<file path="src/rtl/vend_ctrl.sv">
// vend_ctrl: vending transaction controller.
//
// Accepts coins into a running credit. Once the credit covers PRICE it runs
// a 4-phase dispense handshake, then returns any surplus one nickel at a time
// through a 4-phase change handshake. Cancel, collect-phase inactivity and a
// dispenser acknowledge timeout all end in a refund of the remaining credit.
//
// Handshakes: disp_req/disp_ack and chg_req/chg_ack are 4-phase. A request
// rises, stays high until the matching ack is sampled high, then drops. The
// controller waits for the ack to return low before it raises the next
// request. An ack is honoured only while its request is high.
//
// Ports:
//   clk         rising-edge clock
//   arstn       asynchronous active-low reset
//   coin_valid  one-cycle coin strobe
//   coin_val    coin code: 0 nickel(1), 1 dime(2), 2 quarter(5), 3 invalid
//   cancel      user cancel, level-sampled
//   disp_ack    dispenser acknowledge
//   chg_ack     change-return acknowledge
//   coin_en     acceptor may present coins
//   coin_rej    one-cycle pulse, last strobed coin rejected
//   disp_req    dispense request
//   chg_req     return-one-nickel request
//   vend_done   one-cycle pulse on completed dispense
//   fault       one-cycle pulse on dispenser ack timeout
//   credit      current credit in 5-cent units
module vend_ctrl #(
    parameter int PRICE    = 3,
    parameter int CREDIT_W = 5,
    parameter int TIMEOUT  = 255,
    parameter int ACK_TO   = 63
) (
    input  logic                clk,
    input  logic                arstn,
    input  logic                coin_valid,
    input  logic [1:0]          coin_val,
    input  logic                cancel,
    input  logic                disp_ack,
    input  logic                chg_ack,
    output logic                coin_en,
    output logic                coin_rej,
    output logic                disp_req,
    output logic                chg_req,
    output logic                vend_done,
    output logic                fault,
    output logic [CREDIT_W-1:0] credit
);

    localparam logic [2:0] S_IDLE     = 3'd0;
    localparam logic [2:0] S_COLLECT  = 3'd1;
    localparam logic [2:0] S_DISP     = 3'd2;
    localparam logic [2:0] S_DISP_REL = 3'd3;
    localparam logic [2:0] S_CHANGE   = 3'd4;
    localparam logic [2:0] S_CHG_REL  = 3'd5;

    // One counter serves as the collect idle timer and the dispense ack timer;
    // the two are never live at the same time.
    localparam int CNT_MAX = (TIMEOUT > ACK_TO) ? TIMEOUT : ACK_TO;
    localparam int CNT_W   = $clog2(CNT_MAX + 1);
    localparam int SUM_W   = CREDIT_W + 1;

    localparam logic [SUM_W-1:0] CREDIT_MAX = {1'b0, {CREDIT_W{1'b1}}};

    logic [2:0]          state, nxt_state;
    logic [CNT_W-1:0]    cnt, nxt_cnt;
    logic [CREDIT_W-1:0] nxt_credit;
    logic [2:0]          coin_units;
    logic [SUM_W-1:0]    sum;
    logic                open, accept, reject;
    logic                nxt_vend, nxt_fault, chg_gap;

    always_comb begin
        case (coin_val)
            2'd0:    coin_units = 3'd1;
            2'd1:    coin_units = 3'd2;
            2'd2:    coin_units = 3'd5;
            default: coin_units = 3'd0;
        endcase
    end

    // Sum is one bit wider than credit so overflow is visible, not wrapped.
    assign sum    = {1'b0, credit} + SUM_W'(coin_units);
    assign open   = (state == S_IDLE) || (state == S_COLLECT);
    assign accept = open && coin_valid && (coin_val != 2'd3) && !cancel &&
                    (sum <= CREDIT_MAX);
    assign reject = coin_valid && !accept;

    always_comb begin
        nxt_state  = state;
        nxt_cnt    = cnt;
        nxt_credit = credit;
        nxt_vend   = 1'b0;
        nxt_fault  = 1'b0;
        chg_gap    = 1'b0;
        case (state)
            S_IDLE: begin
                if (accept) begin
                    nxt_credit = sum[CREDIT_W-1:0];
                    nxt_cnt    = '0;
                    nxt_state  = (sum >= SUM_W'(PRICE)) ? S_DISP : S_COLLECT;
                end
            end
            S_COLLECT: begin
                if (accept) begin
                    nxt_credit = sum[CREDIT_W-1:0];
                    nxt_cnt    = '0;
                    if (sum >= SUM_W'(PRICE)) nxt_state = S_DISP;
                end else if (cancel) begin
                    nxt_state = S_CHANGE;
                    nxt_cnt   = '0;
                end else if (cnt == CNT_W'(TIMEOUT - 1)) begin
                    nxt_state = S_CHANGE;
                    nxt_cnt   = '0;
                end else begin
                    nxt_cnt = cnt + 1'b1;
                end
            end
            S_DISP: begin
                if (disp_ack) begin
                    nxt_credit = credit - CREDIT_W'(PRICE);
                    nxt_vend   = 1'b1;
                    nxt_state  = S_DISP_REL;
                end else if (cnt == CNT_W'(ACK_TO - 1)) begin
                    // Fault: credit kept for a full refund; chg_req is held
                    // off for one cycle so it rises the edge after fault.
                    nxt_fault = 1'b1;
                    chg_gap   = 1'b1;
                    nxt_state = S_CHANGE;
                    nxt_cnt   = '0;
                end else begin
                    nxt_cnt = cnt + 1'b1;
                end
            end
            S_DISP_REL: begin
                if (!disp_ack) nxt_state = (credit != '0) ? S_CHANGE : S_IDLE;
            end
            S_CHANGE: begin
                if (chg_req && chg_ack) begin
                    nxt_credit = credit - 1'b1;
                    nxt_state  = S_CHG_REL;
                end
            end
            S_CHG_REL: begin
                if (!chg_ack) nxt_state = (credit != '0) ? S_CHANGE : S_IDLE;
            end
            default: nxt_state = S_IDLE;
        endcase
    end

    // Outputs are registered from the next-state decode so they line up with
    // the state they describe.
    always_ff @(posedge clk or negedge arstn) begin
        if (!arstn) begin
            state     <= S_IDLE;
            cnt       <= '0;
            credit    <= '0;
            coin_en   <= 1'b1;
            coin_rej  <= 1'b0;
            disp_req  <= 1'b0;
            chg_req   <= 1'b0;
            vend_done <= 1'b0;
            fault     <= 1'b0;
        end else begin
            state     <= nxt_state;
            cnt       <= nxt_cnt;
            credit    <= nxt_credit;
            coin_en   <= (nxt_state == S_IDLE) || (nxt_state == S_COLLECT);
            coin_rej  <= reject;
            disp_req  <= (nxt_state == S_DISP);
            chg_req   <= (nxt_state == S_CHANGE) && !chg_gap;
            vend_done <= nxt_vend;
            fault     <= nxt_fault;
        end
    end

endmodule
</file>
<file path="config.mk">
export PLATFORM = sky130hd
export DESIGN_NAME = vend_ctrl
export DESIGN_NICKNAME = d
export VERILOG_FILES = /design/src/rtl/vend_ctrl.sv
export SDC_FILE = /design/constraint.sdc
export NUM_CORES = 1
export LEC_CHECK = 0
export CAP_MARGIN = 10
export CORE_ASPECT_RATIO = 0.6
export CORE_MARGIN = 2
export CORE_UTILIZATION = 54
export DETAILED_ROUTE_END_ITERATION = 12
export GPL_ROUTABILITY_DRIVEN = 0
export GPL_TIMING_DRIVEN = 0
export PLACE_DENSITY_LB_ADDON = 0.1
export SLEW_MARGIN = 20
export SYNTH_ARGS = -nofsm -noshare
export SYNTH_HDL_FRONTEND = slang
export SYNTH_SLANG_ARGS = --single-unit
</file>
<file path="constraint.sdc">
create_clock -name clk -period 2.26 [get_ports clk]
set_input_delay 0.226 -clock clk [delete_from_list [all_inputs] [get_ports clk]]
set_output_delay 0.226 -clock clk [all_outputs]
set_load 0.03 [all_outputs]
</file>
## Yosys cells after proc, flatten, opt, wreduce, memory -nomap -nowiden

Index checks and enable logic that the tools add are counted.

| storage, ports and cells | value |
|---|---|
| memory bits (writable) | 0 |
| memories | 0 |
| bits in latches | 0 |
| memory bits (read-only) | 0 |
| flip-flop bits (word level) | 22 |
| input port bits | 8 |

| operators by class | value |
|---|---|
| divide/modulo/power cells | 0 |
| reduce and logical (&&, ||, !) cells | 21 |
| multipliers | 0 |
| multiplexer cells | 30 |
| $lt $le $gt $ge | 2 |
| bitwise gates (word level) | 0 |
| add/subtract/negate cells | 4 |
| shifts and indexed selects | 0 |
| eq/ne operators | 18 |

Operators with widths:

| operator | number |
|---|---|
| $mux 8 | 6 |
| $mux 3 | 11 |
| $pmux 8 s3 | 1 |
| $pmux 3 s6 | 1 |
| $mux 5 | 3 |
| $pmux 5 s3 | 1 |
| $ne 2x2->1 const B | 5 |
| $eq 3x2->1 const B | 3 |
| $eq 3x3->1 const B | 3 |
| $pmux 3 s3 | 1 |
| $add 8x1->8 const B | 1 |
| $eq 8x6->1 const B | 1 |
| $eq 8x8->1 const B | 1 |
| $logic_and 1x1->1 | 7 |
| $add 5x3->6 | 1 |
| $eq 3x1->1 const B | 2 |
| $ge 6x2->1 const B | 1 |
| $le 6x5->1 const B | 1 |
| $logic_not 3->1 | 2 |
| $reduce_bool 3->1 | 2 |
| $mux 1 | 5 |
| $reduce_bool 5->1 | 1 |
| $sub 5x1->5 const B | 1 |
| $sub 5x2->5 const B | 1 |
| 10 further kinds | 13 |

## Logic depth before layout (Yosys ltp)

Gate-level depths: netlist of the first run.

| depth | value |
|---|---|
| depth in word-level cells | 10 |
| mapped depth | 9 |

## Worst setup path after synthesis of the first run

No wires, ideal clock.

| timing | value |
|---|---|
| path type | register to register |
| start | reg credit[1] |
| end | reg credit[0] |
| library setup time | 69 ps |
| path buffers | 0 |
| cell stages (with the launch flop) | 7 |
| path slack | 67 ps |
| arrival | 2,124 ps |
| clock period less this slack | 2,193 ps |
| required time | 2,191 ps |
| cell sequence | dfrtp_1 > ha_1 > a211oi_1 > o211ai_2 > a21boi_2 > or3b_1 > nand3_1 |

| on the way | value |
|---|---|
| word-level cells in the longest chain between the ends | 5 |

RTL lines:

| item | line | text |
|---|---|---|
| from (decl) | 47 | `output logic [CREDIT_W-1:0] credit` |
| from (signal assigned) | 167 | `credit <= nxt_credit;` |
| $add 5x3->6 | 83 | `assign sum = {1'b0, credit} + SUM_W'(coin_units);` |
| $le 6x5->1 | 86 | `(sum <= CREDIT_MAX);` |
| $logic_and 1x1->1 | 85 | `assign accept = open && coin_valid && (coin_val != 2'd3) && !cancel &&` |
| $ne 2x1->1 (no source line) | - |  |
| $reduce_and 4->1 (no source line) | - |  |

Every way passes these cells.
A chain may end at the register's enable or synchronous reset.

## Worst setup path after layout of the first run

| timing | value |
|---|---|
| start | reg credit[1] |
| end | reg cnt[2] |

| on the way | value |
|---|---|
| word-level cells in the longest chain between the ends | 5 |
| elaborated cells on any way between the ends | 7 |

RTL lines:

| item | line | text |
|---|---|---|
| $add 5x3->6 (*) | 83 |  |
| $le 6x5->1 (*) | 86 |  |
| $logic_and 1x1->1 (*) | 85 |  |
| $mux 8 / $ne 2x2->1 (equally long branches) | - |  |
| $pmux 8 s3 / $reduce_and 3->1 (equally long branches) | - |  |
| to (signal assigned) | 166 | `cnt <= nxt_cnt;` |
| to (decl) | 66 | `logic [CNT_W-1:0] cnt, nxt_cnt;` |

Every way passes the cells marked *; elsewhere a longest branch is shown, timed or not.

==> run_results.csv, run 1 <==
group,metric,value,unit
finish,area.growth.synth_to_final,26.6,%
placement,dp_hpwl,2360,um
setup_path,worstReg2RegStart,"credit[1]",
yosys,ys_seq_elements,22,
floorplan,start_util,56.7,%
clock_tree,cts.clk_slew.worst_paths,0.08,ns
floorplan,die_area,3070,um2
global_routing,grt_pass1_wl,5330,um
drt,routed_wl,3450,um
global_routing,grt_pass1_vias,1143,
finish,fin_area,1800,um2
yosys,yosysWarnings,0,
finish,nFillCells,190,
timing,tightestPinTransition,0.603,ns
global_routing,grt_max_degree,23,
pwr,peakVddDrop,0.690,mV
yosys,async_flop_share,100,%
global_routing,antenna_found_initial,0,
finish,drive_above_1_share,17.1,%
global_routing,grt.total_usage,22.8,%
drt,num_vias,1241,
yosys,ys_seq_area_share,38.8,%
setup_path,max_stage_delay,0.50,ns
clock_tree,cts.path.max_buffers,2,
placement,io_buffers,18,
setup_path,arrival,2.35,ns
timing,hold_viol,0,
clock_tree,cts_made_buffers,3,
floorplan,rows,14,
yosys,netlist_area,1420,um2
placement,placed_area,1640,um2
timing,clock_skew,0.00784,ns
setup_path,crit_required,2.40,ns
drt,routed_via_density,6.00,
setup_path,end_kind,"flop",
floorplan,fp.dieW,70.2,um
setup_path,path_depth,7,
global_routing,grt-ovfl-total,0,
run,max_cap_viol_count,0,
finish,diodes,0,
setup_path,r2r_cells,7,
setup_path,rr_endpoint,"cnt[2]",
finish,final_core_util,71.8,%
timing,setup_viol_count_final,0,
pwr,power_density,1020,nW/um2
clock_tree,cts.sinks,22,
drt,drc,0,
yosys,synth_top_area_share,37.0,%
clock_tree,cts_tree,"built",
setup_path,cp_max_fo,7,
floorplan,die_h,43.7,um
setup_path,cp_cell_sequence,"ha_1, a211oi_2, o211ai_2, buf_4, a21oi_1, xnor2_1, nor2_1",
yosys,synth_top_area_cell,"dfrtp_1",
floorplan,ios,19,
clock_tree,htreeDepth,1,
clock_tree,clk_latency,0.27,ns
yosys,ys_types,48,
yosys,synth_edf_count,0,
timing,relSlewSlack,59.4,%
setup_path,setup.worst_path.start_class,"flop",
timing,maxSlewViolCount,0,
drt,wire_per_inst,16.6,um
yosys,syn_nets,164,
yosys,ys_top_cells_by_area,"dfrtp_1, ha_1, nor2_1, xnor2_1, a21oi_1",
setup_path,critPathKind,"flop to flop",
timing,timing.fmax,453,MHz
yosys,synthCells,148,
finish,seqCellArea,552,um2
drt,drt_pass1_iterations,4,
clock_tree,root_buffer,"clkbuf_8",
setup_path,critPathSlowestCell,"dfrtp_1",
yosys,ys.flop_type,"dfrtp_1",
timing,layout_min_cycle_time,2.21,ns
finish,fin_nets,192,
drt,first_iter_violations,83,
setup_path,cp_top_family,"compound AO/OA/AOI/OAI gates",
timing,min_period_over_period,97.7,%
run_status,status,"completed",
finish,multi_input_area,865,um2
drt,antenna_left,0,
setup_path,r2r_slack,0.05,ns
pwr,cellLeakagePower,0.779,nW
worst_hold_path,worstHoldPathType,"primary input to async pin",
floorplan,core,2500,um2
setup_path,cp_num_buf_inv,1,
yosys,syn_avg_cell_area,9.60,um2
## cells by family after synthesis
logic type / after synthesis / synth area share, %
muxes: 1 / 0.704
AOI/OAI and AO/OA: 39 / 20.2
adders and majority gates: 8 / 8.10
and+or+nand+nor: 60 / 23.8
xor gates and xnor gates: 7 / 4.31
DFF: 22 / 38.8
buffers and inverters: 11 / 4.05
## synthesized netlist by cell type, types with 2 or more instances
cell type,number
a211o_1,2
a211oi_1,4
a21oi_1,9
a21oi_2,2
and2_1,2
buf_6,2
dfrtp_1,21
fa_1,2
ha_1,6
inv_1,7
nand2_1,12
nand2b_1,3
nand3_1,6
nand3b_1,2
nor2_1,16
nor2b_1,2
nor3_1,2
nor3b_1,2
o211ai_1,3
o21ai_0,6
o22ai_1,2
o31a_1,2
or3b_1,3
xnor2_1,6
## where the power goes
group          internal, mW  switching (mW)  leakage (nW)
combinational         0.372           0.485         0.462
sequential            0.476           0.138         0.282
clock                 0.237           0.131        0.0357
## through the flow
step / instances / TNS, ns / hold WS (ns) / worst slack, ns / total power, mW
5_1_grt: 207 / -0.152 / 0.507 / -0.0261 / 1.96
3_5_place_dp: 198 / -6.21 / 0.561 / -0.447 / 1.39
2_1_floorplan: 148 / 0 / -0.0696 / 0.0671 / 1.11
4_1_cts: 203 / 0 / 0.533 / 0.0103 / 1.78
6_report: 207 / 0 / 0.444 / 0.0510 / 1.84
3_3_place_gp: 198 / -4.82 / 0.551 / -0.373 / 1.35
## cells in the final DEF (no fill, tap or decap), types with 3 or more instances in the layout
master / Yosys / routed
clkdlybuf4s50_1: 0 / 16
nand2_1: 12 / 12
or3b_1: 3 / 3
nand2b_1: 3 / 3
clkbuf_8: 0 / 3
dfrtp_1: 21 / 21
a21oi_1: 9 / 9
a211oi_2: 0 / 3
buf_4: 0 / 4
o211ai_1: 3 / 3
xnor2_1: 6 / 6
ha_1: 6 / 6
inv_1: 7 / 7
nor2_1: 16 / 15
o21ai_0: 6 / 6
nand3_1: 6 / 6
## worst max path at each step
stage          slack [ns]         from         to
2_1_floorplan        0.07    credit[1]  credit[0]
5_1_grt             -0.03  coin_val[1]   state[0]
6_report             0.05    credit[1]     cnt[2]
3_5_place_dp        -0.45  coin_val[0]     cnt[4]
4_1_cts              0.01  coin_val[0]     cnt[5]
3_3_place_gp        -0.37  coin_val[0]  credit[0]
## registers in the layout (all words and copies together), names as in the netlist
| signal | flops |
|---|---|
| cnt | 8 |
| credit | 5 |
| disp_req | 1 |
| state | 3 |
| coin_en | 1 |
| fault | 1 |
| vend_done | 1 |
| coin_rej | 1 |
| chg_req | 1 |
## metal layers
layer	track usage (%)	routed length [um]	up-vias	share of wire [%]
li1	-	-	592	-
met1	32.2	1640	597	48
met2	34.5	1550	48	45
met3	6.98	229	4	6.6
met4	6.15	25	0	0.73
met5	0	0	-	0
## cell type report
type,count,area share [%]
inverters,7,1.46
repair buffers,22,11.7
clock inverters,1,1.67
plain buffers,4,1.95
multi-input cells,116,48.1
well taps,32,2.23
clock buffers,3,2.29
flip-flops and latches,22,30.7
## repair_timing
action / in CTS / in global routing
hold endpoints to repair: 0 / 21
hold buffers: 0 / 1
gates cloned: 0 / 1
resized for setup: 3 / 10
buffers inserted: 1 / 2
endpoints found under the setup margin: 12 / 15
pin swaps: 1 / 2
Power figures use the tool's default switching activity.
==> run 2, diff against run 1 <==
--- a/config.mk
+++ b/config.mk
@@ -17,3 +17,4 @@
 export SYNTH_ARGS = -nofsm -noshare
 export SYNTH_HDL_FRONTEND = slang
 export SYNTH_SLANG_ARGS = --single-unit
+export TNS_END_PERCENT = 1
==> run_results.csv, run 2 (same netlist as run 1, synthesis figures left out) <==
group,metric,value,unit
setup_path,cp_cell_sequence,"ha_1, a211oi_2, o211ai_2, buf_4, a21oi_1, xnor2_1, nor2_1",
timing,relSlewSlack,64.5,%
pwr,power_density,1020,nW/um2
global_routing,grt_max_degree,23,
setup_path,cp_top_family,"compound AO/OA/AOI/OAI gates",
finish,layout_commonest_cell,"dfrtp_1",
finish,drive_above_1_share,16.8,%
floorplan,core,2500,um2
clock_tree,htreeDepth,1,
floorplan,die_area,3070,um2
finish,regMostFlops,"cnt",
timing,layout_min_cycle_time,2.18,ns
setup_path,critPathKind,"flop to flop",
timing,setup_viol_count_final,0,
timing,maxSlewViolCount,0,
setup_path,setup.worst_path.start_class,"flop",
finish,fin_cells,205,
timing,min_period_over_period,96.3,%
drt,wire_per_inst,15.8,um
timing,holdWs,0.442,ns
setup_path,worstReg2RegStart,"credit[1]",
floorplan,ios,19,
drt,antenna_left,0,
clock_tree,cts_tree,"built",
clock_tree,cts.clk_slew.worst_paths,0.08,ns
floorplan,rows,14,
clock_tree,cts.path.max_buffers,2,
finish,largest_reg_flops,8,
setup_path,max_stage_delay,0.50,ns
setup_path,r2r_slack,0.08,ns
setup_path,arrival,2.32,ns
placement,io_buffers,18,
pwr,cellLeakagePower,0.769,nW
clock_tree,clk_latency,0.27,ns
global_routing,antenna_found_initial,0,
setup_path,cp_max_fo,7,
timing,clock_skew,0.00735,ns
finish,reg_top3,"cnt (8), credit (5), state (3)",
drt,first_iter_violations,77,
setup_path,end_kind,"flop",
setup_path,cp_num_buf_inv,1,
clock_tree,cts.sinks,22,
floorplan,die_h,43.7,um
setup_path,path_depth,7,
drt,drc,0,
timing,timing.fmax,459,MHz
run_status,status,"completed",
global_routing,grt_pass1_vias,1143,
placement,dp_cells,198,
run,max_cap_viol_count,0,
global_routing,grt.total_usage,22.8,%
finish,area.growth.synth_to_final,25.4,%
timing,tightestPinTransition,0.527,ns
setup_path,rr_endpoint,"cnt[2]",
pwr,peakVddDrop,0.682,mV
setup_path,r2r_cells,7,
drt,num_vias,1208,
global_routing,grt_pass1_wl,5330,um
finish,final_cell_mix,"dfrtp_1, clkdlybuf4s50_1, nor2_1",
worst_hold_path,worstHoldPathType,"primary input to async pin",
setup_path,crit_required,2.40,ns
finish,diodes,0,
drt,routed_wl,3230,um
global_routing,grt-ovfl-total,0,
setup_path,critPathSlowestCell,"dfrtp_1",
floorplan,start_util,56.7,%
clock_tree,root_buffer,"clkbuf_8",
drt,drt_pass1_iterations,4,
clock_tree,cts_made_buffers,3,
floorplan,fp.dieW,70.2,um
finish,fin_nets,190,
timing,hold_viol,0,
placement,dp_hpwl,2360,um
drt,routed_via_density,5.89,
## run 2: changes by cell type in the layout (fill, tap and decap cells not counted)
cell,delta
ha_1,-1
clkbuf_4,+1
buf_4,-2
ha_2,+1
a21boi_2,-1
## run 2: timing repair
action                                  CTS  global route
endpoints found under the hold margin     0            21
cloned                                    0             0
endpoints found under the setup margin   12            15
setup buffers                             1             1
hold buffers                              0             1
gates resized for setup                   3            10
pin swaps                                 1             2
## run 2: worst max path at each step
stage / from / end / slack [ns]
floorplan: credit[1] / credit[0] / 0.07
global placement: coin_val[0] / credit[0] / -0.37
detailed placement: coin_val[0] / cnt[4] / -0.45
CTS: coin_val[0] / cnt[5] / 0.01
global route: coin_val[1] / cnt[6] / -0.0006
finish: credit[1] / cnt[2] / 0.08
## run 2: metrics by stage
step	setup WS, ns	power (mW)	cell area (um2)	utilization, %	TNS [ns]
after global placement	-0.373	1.35	1640	65.5	-4.82
after global routing	-0.000626	1.94	1780	71.2	-0.000626
after detailed placement	-0.447	1.39	1640	65.5	-6.21
final	0.0831	1.81	1780	71.2	0
after CTS	0.0103	1.78	1730	69.1	0
after floorplan	0.0671	1.11	1420	-	0
## run 2: metal layers
layer	routed length [um]	vias up	global-route usage, %
li1	-	587	-
met1	1560	585	32.2
met2	1430	30	34.5
met3	200	6	6.98
met4	33	0	6.15
met5	0	-	0
## run 2: area by class of cell
cell class,count,area (um2)
timing repair buffer,21,203
clock inverter,1,30.0
inverter,7,26.3
fill,193,722
buffer,4,35.0
clock buffer,3,41.3
multi-input combinational,115,856
tap,32,40.0
sequential,22,552
## run 2: where the power goes
group | total [mW] | leakage, nW | switching, mW | internal (mW)
clock network | 0.368 | 0.0357 | 0.131 | 0.237
registers | 0.610 | 0.282 | 0.134 | 0.476
logic | 0.836 | 0.452 | 0.468 | 0.368
==> run 3, diff against run 2 <==
--- a/config.mk
+++ b/config.mk
@@ -8,7 +8,7 @@
 export CAP_MARGIN = 10
 export CORE_ASPECT_RATIO = 0.6
 export CORE_MARGIN = 2
-export CORE_UTILIZATION = 54
+export CORE_UTILIZATION = 49
 export DETAILED_ROUTE_END_ITERATION = 12
 export GPL_ROUTABILITY_DRIVEN = 0
 export GPL_TIMING_DRIVEN = 0
==> run_results.csv, run 3 (same netlist as run 1, synthesis figures left out) <==
group,metric,value,unit
setup_path,cp_max_fo,9,
drt,routed_via_density,5.79,
finish,layout_commonest_cell,"dfrtp_1",
setup_path,rr_endpoint,"disp_req",
drt,antenna_left,0,
drt,num_vias,1181,
setup_path,max_stage_delay,0.49,ns
placement,dp_hpwl,2330,um
timing,hold_viol,0,
setup_path,arrival,2.40,ns
global_routing,grt.total_usage,20.4,%
timing,clock_skew,0.00351,ns
setup_path,crit_path_end,"credit[0]",
setup_path,setup.worst_path.start_class,"primary input",
setup_path,critPathLaunch,"coin_val[0]",
floorplan,rows,15,
clock_tree,clk_latency,0.26,ns
global_routing,grt_pass1_vias,1094,
floorplan,start_util,50.5,%
drt,routed_wl,3080,um
placement,io_buffers,18,
clock_tree,root_buffer,"clkbuf_8",
placement,placed_area,1640,um2
clock_tree,cts.clk_slew.worst_paths,0.08,ns
floorplan,core,2820,um2
clock_tree,cts_made_buffers,3,
clock_tree,cts.path.max_buffers,2,
floorplan,die_area,3360,um2
finish,reg_top3,"cnt (8), credit (5), state (3)",
global_routing,antenna_found_initial,0,
clock_tree,cts.sinks,22,
finish,fin_nets,187,
pwr,cellLeakagePower,0.760,nW
timing,setup_viol_count_final,0,
pwr,power_density,977,nW/um2
finish,diodes,0,
setup_path,crit_required,2.46,ns
run,max_cap_viol_count,0,
setup_path,r2r_cells,6,
finish,fin_area,1750,um2
run_status,status,"completed",
finish,drive_above_1_share,14.7,%
setup_path,critPathSlowestCell,"clkdlybuf4s50_1",
pwr,power.total,1.71,mW
finish,regMostFlops,"cnt",
placement,dp_cells,200,
drt,drt_pass1_iterations,6,
global_routing,grt_pass1_wl,5040,um
placement,dpl_worst_slack,-0.423,ns
floorplan,fp.dieW,73.5,um
drt,first_iter_violations,55,
clock_tree,htreeDepth,1,
timing,tightestPinTransition,0.957,ns
timing,rsz0062_at_grt,"yes",
finish,fin_cells,204,
finish,area.growth.synth_to_final,23.3,%
timing,worst_slack,0.0605,ns
worst_hold_path,worstHoldPathType,"primary input to async pin",
global_routing,grt-ovfl-total,0,
setup_path,cp_cell_sequence,"clkdlybuf4s50_1, inv_1, nor2_2, ha_1, a211oi_4, o211ai_4, a21boi_4, or3b_1, nand3_1",
clock_tree,cts_tree,"built",
finish,final_cell_mix,"dfrtp_1, clkdlybuf4s50_1, nor2_1",
timing,layout_min_cycle_time,2.20,ns
pwr,peakVddDrop,0.685,mV
setup_path,critPathKind,"primary input to flop",
timing,maxSlewViolCount,0,
timing,relSlewSlack,36.0,%
setup_path,end_kind,"flop",
setup_path,worstReg2RegStart,"credit[0]",
global_routing,grt_max_degree,23,
clock_tree,post_cts_buffers,0,
drt,drc,0,
timing,min_period_over_period,97.3,%
finish,largest_reg_flops,8,
floorplan,ios,19,
setup_path,r2r_slack,0.13,ns
timing,timing.fmax,455,MHz
drt,wire_per_inst,15.1,um
floorplan,die_h,45.7,um
[run 3: worst min path at each step]
stage	end	slack, ns
floorplan	chg_req	-0.07
global placement	cnt[0]	0.55
detailed placement	cnt[0]	0.56
CTS	cnt[6]	0.53
global route	coin_rej	0.55
finish	vend_done	0.49
[run 3: layer usage]
metal | GRT usage (%) | share of wire, % | vias to the layer above
li1 | - | - | 575
met4 | 6.18 | 1.1 | 0
met3 | 5.31 | 7.5 | 6
met5 | 0 | 0 | -
met2 | 30.0 | 43 | 36
met1 | 29.7 | 48 | 564
[run 3: power by group]
group | total (mW) | internal, mW | switching, mW
Combinational | 0.829 | 0.362 | 0.466
Clock | 0.282 | 0.155 | 0.126
Sequential | 0.603 | 0.476 | 0.127
[run 3: through the flow]
step	utilization (%)	TNS, ns	hold WS (ns)
detailed placement	58.4	-5.47	0.561
CTS	60.8	-0.0195	0.533
floorplan	-	0	-0.0696
global placement	58.4	-4.93	0.550
global route	62.3	-0.181	0.548
finish	62.3	0	0.490
[run 3: final cells by class]
cell class / instances / area [um2]
Multi-Input combinational cell: 115 / 862
Clock buffer: 4 / 55.1
Sequential cell: 22 / 552
Tap cell: 34 / 42.5
Inverter: 7 / 26.3
Fill cell: 244 / 1060
Buffer: 4 / 35.0
Timing Repair Buffer: 18 / 180
[run 3: critical path: cells and delay by family]
family,cells,cell delay (ns)
compound gates,3,0.68
simple gates,3,0.64
buf+inv,2,0.57
fa+ha+maj,1,0.29
[run 3: repair_timing]
item,4_1_cts,5_1_grt
gates resized for setup,2,12
hold buffers,0,0
setup endpoints to repair,10,15
pin swaps,1,1
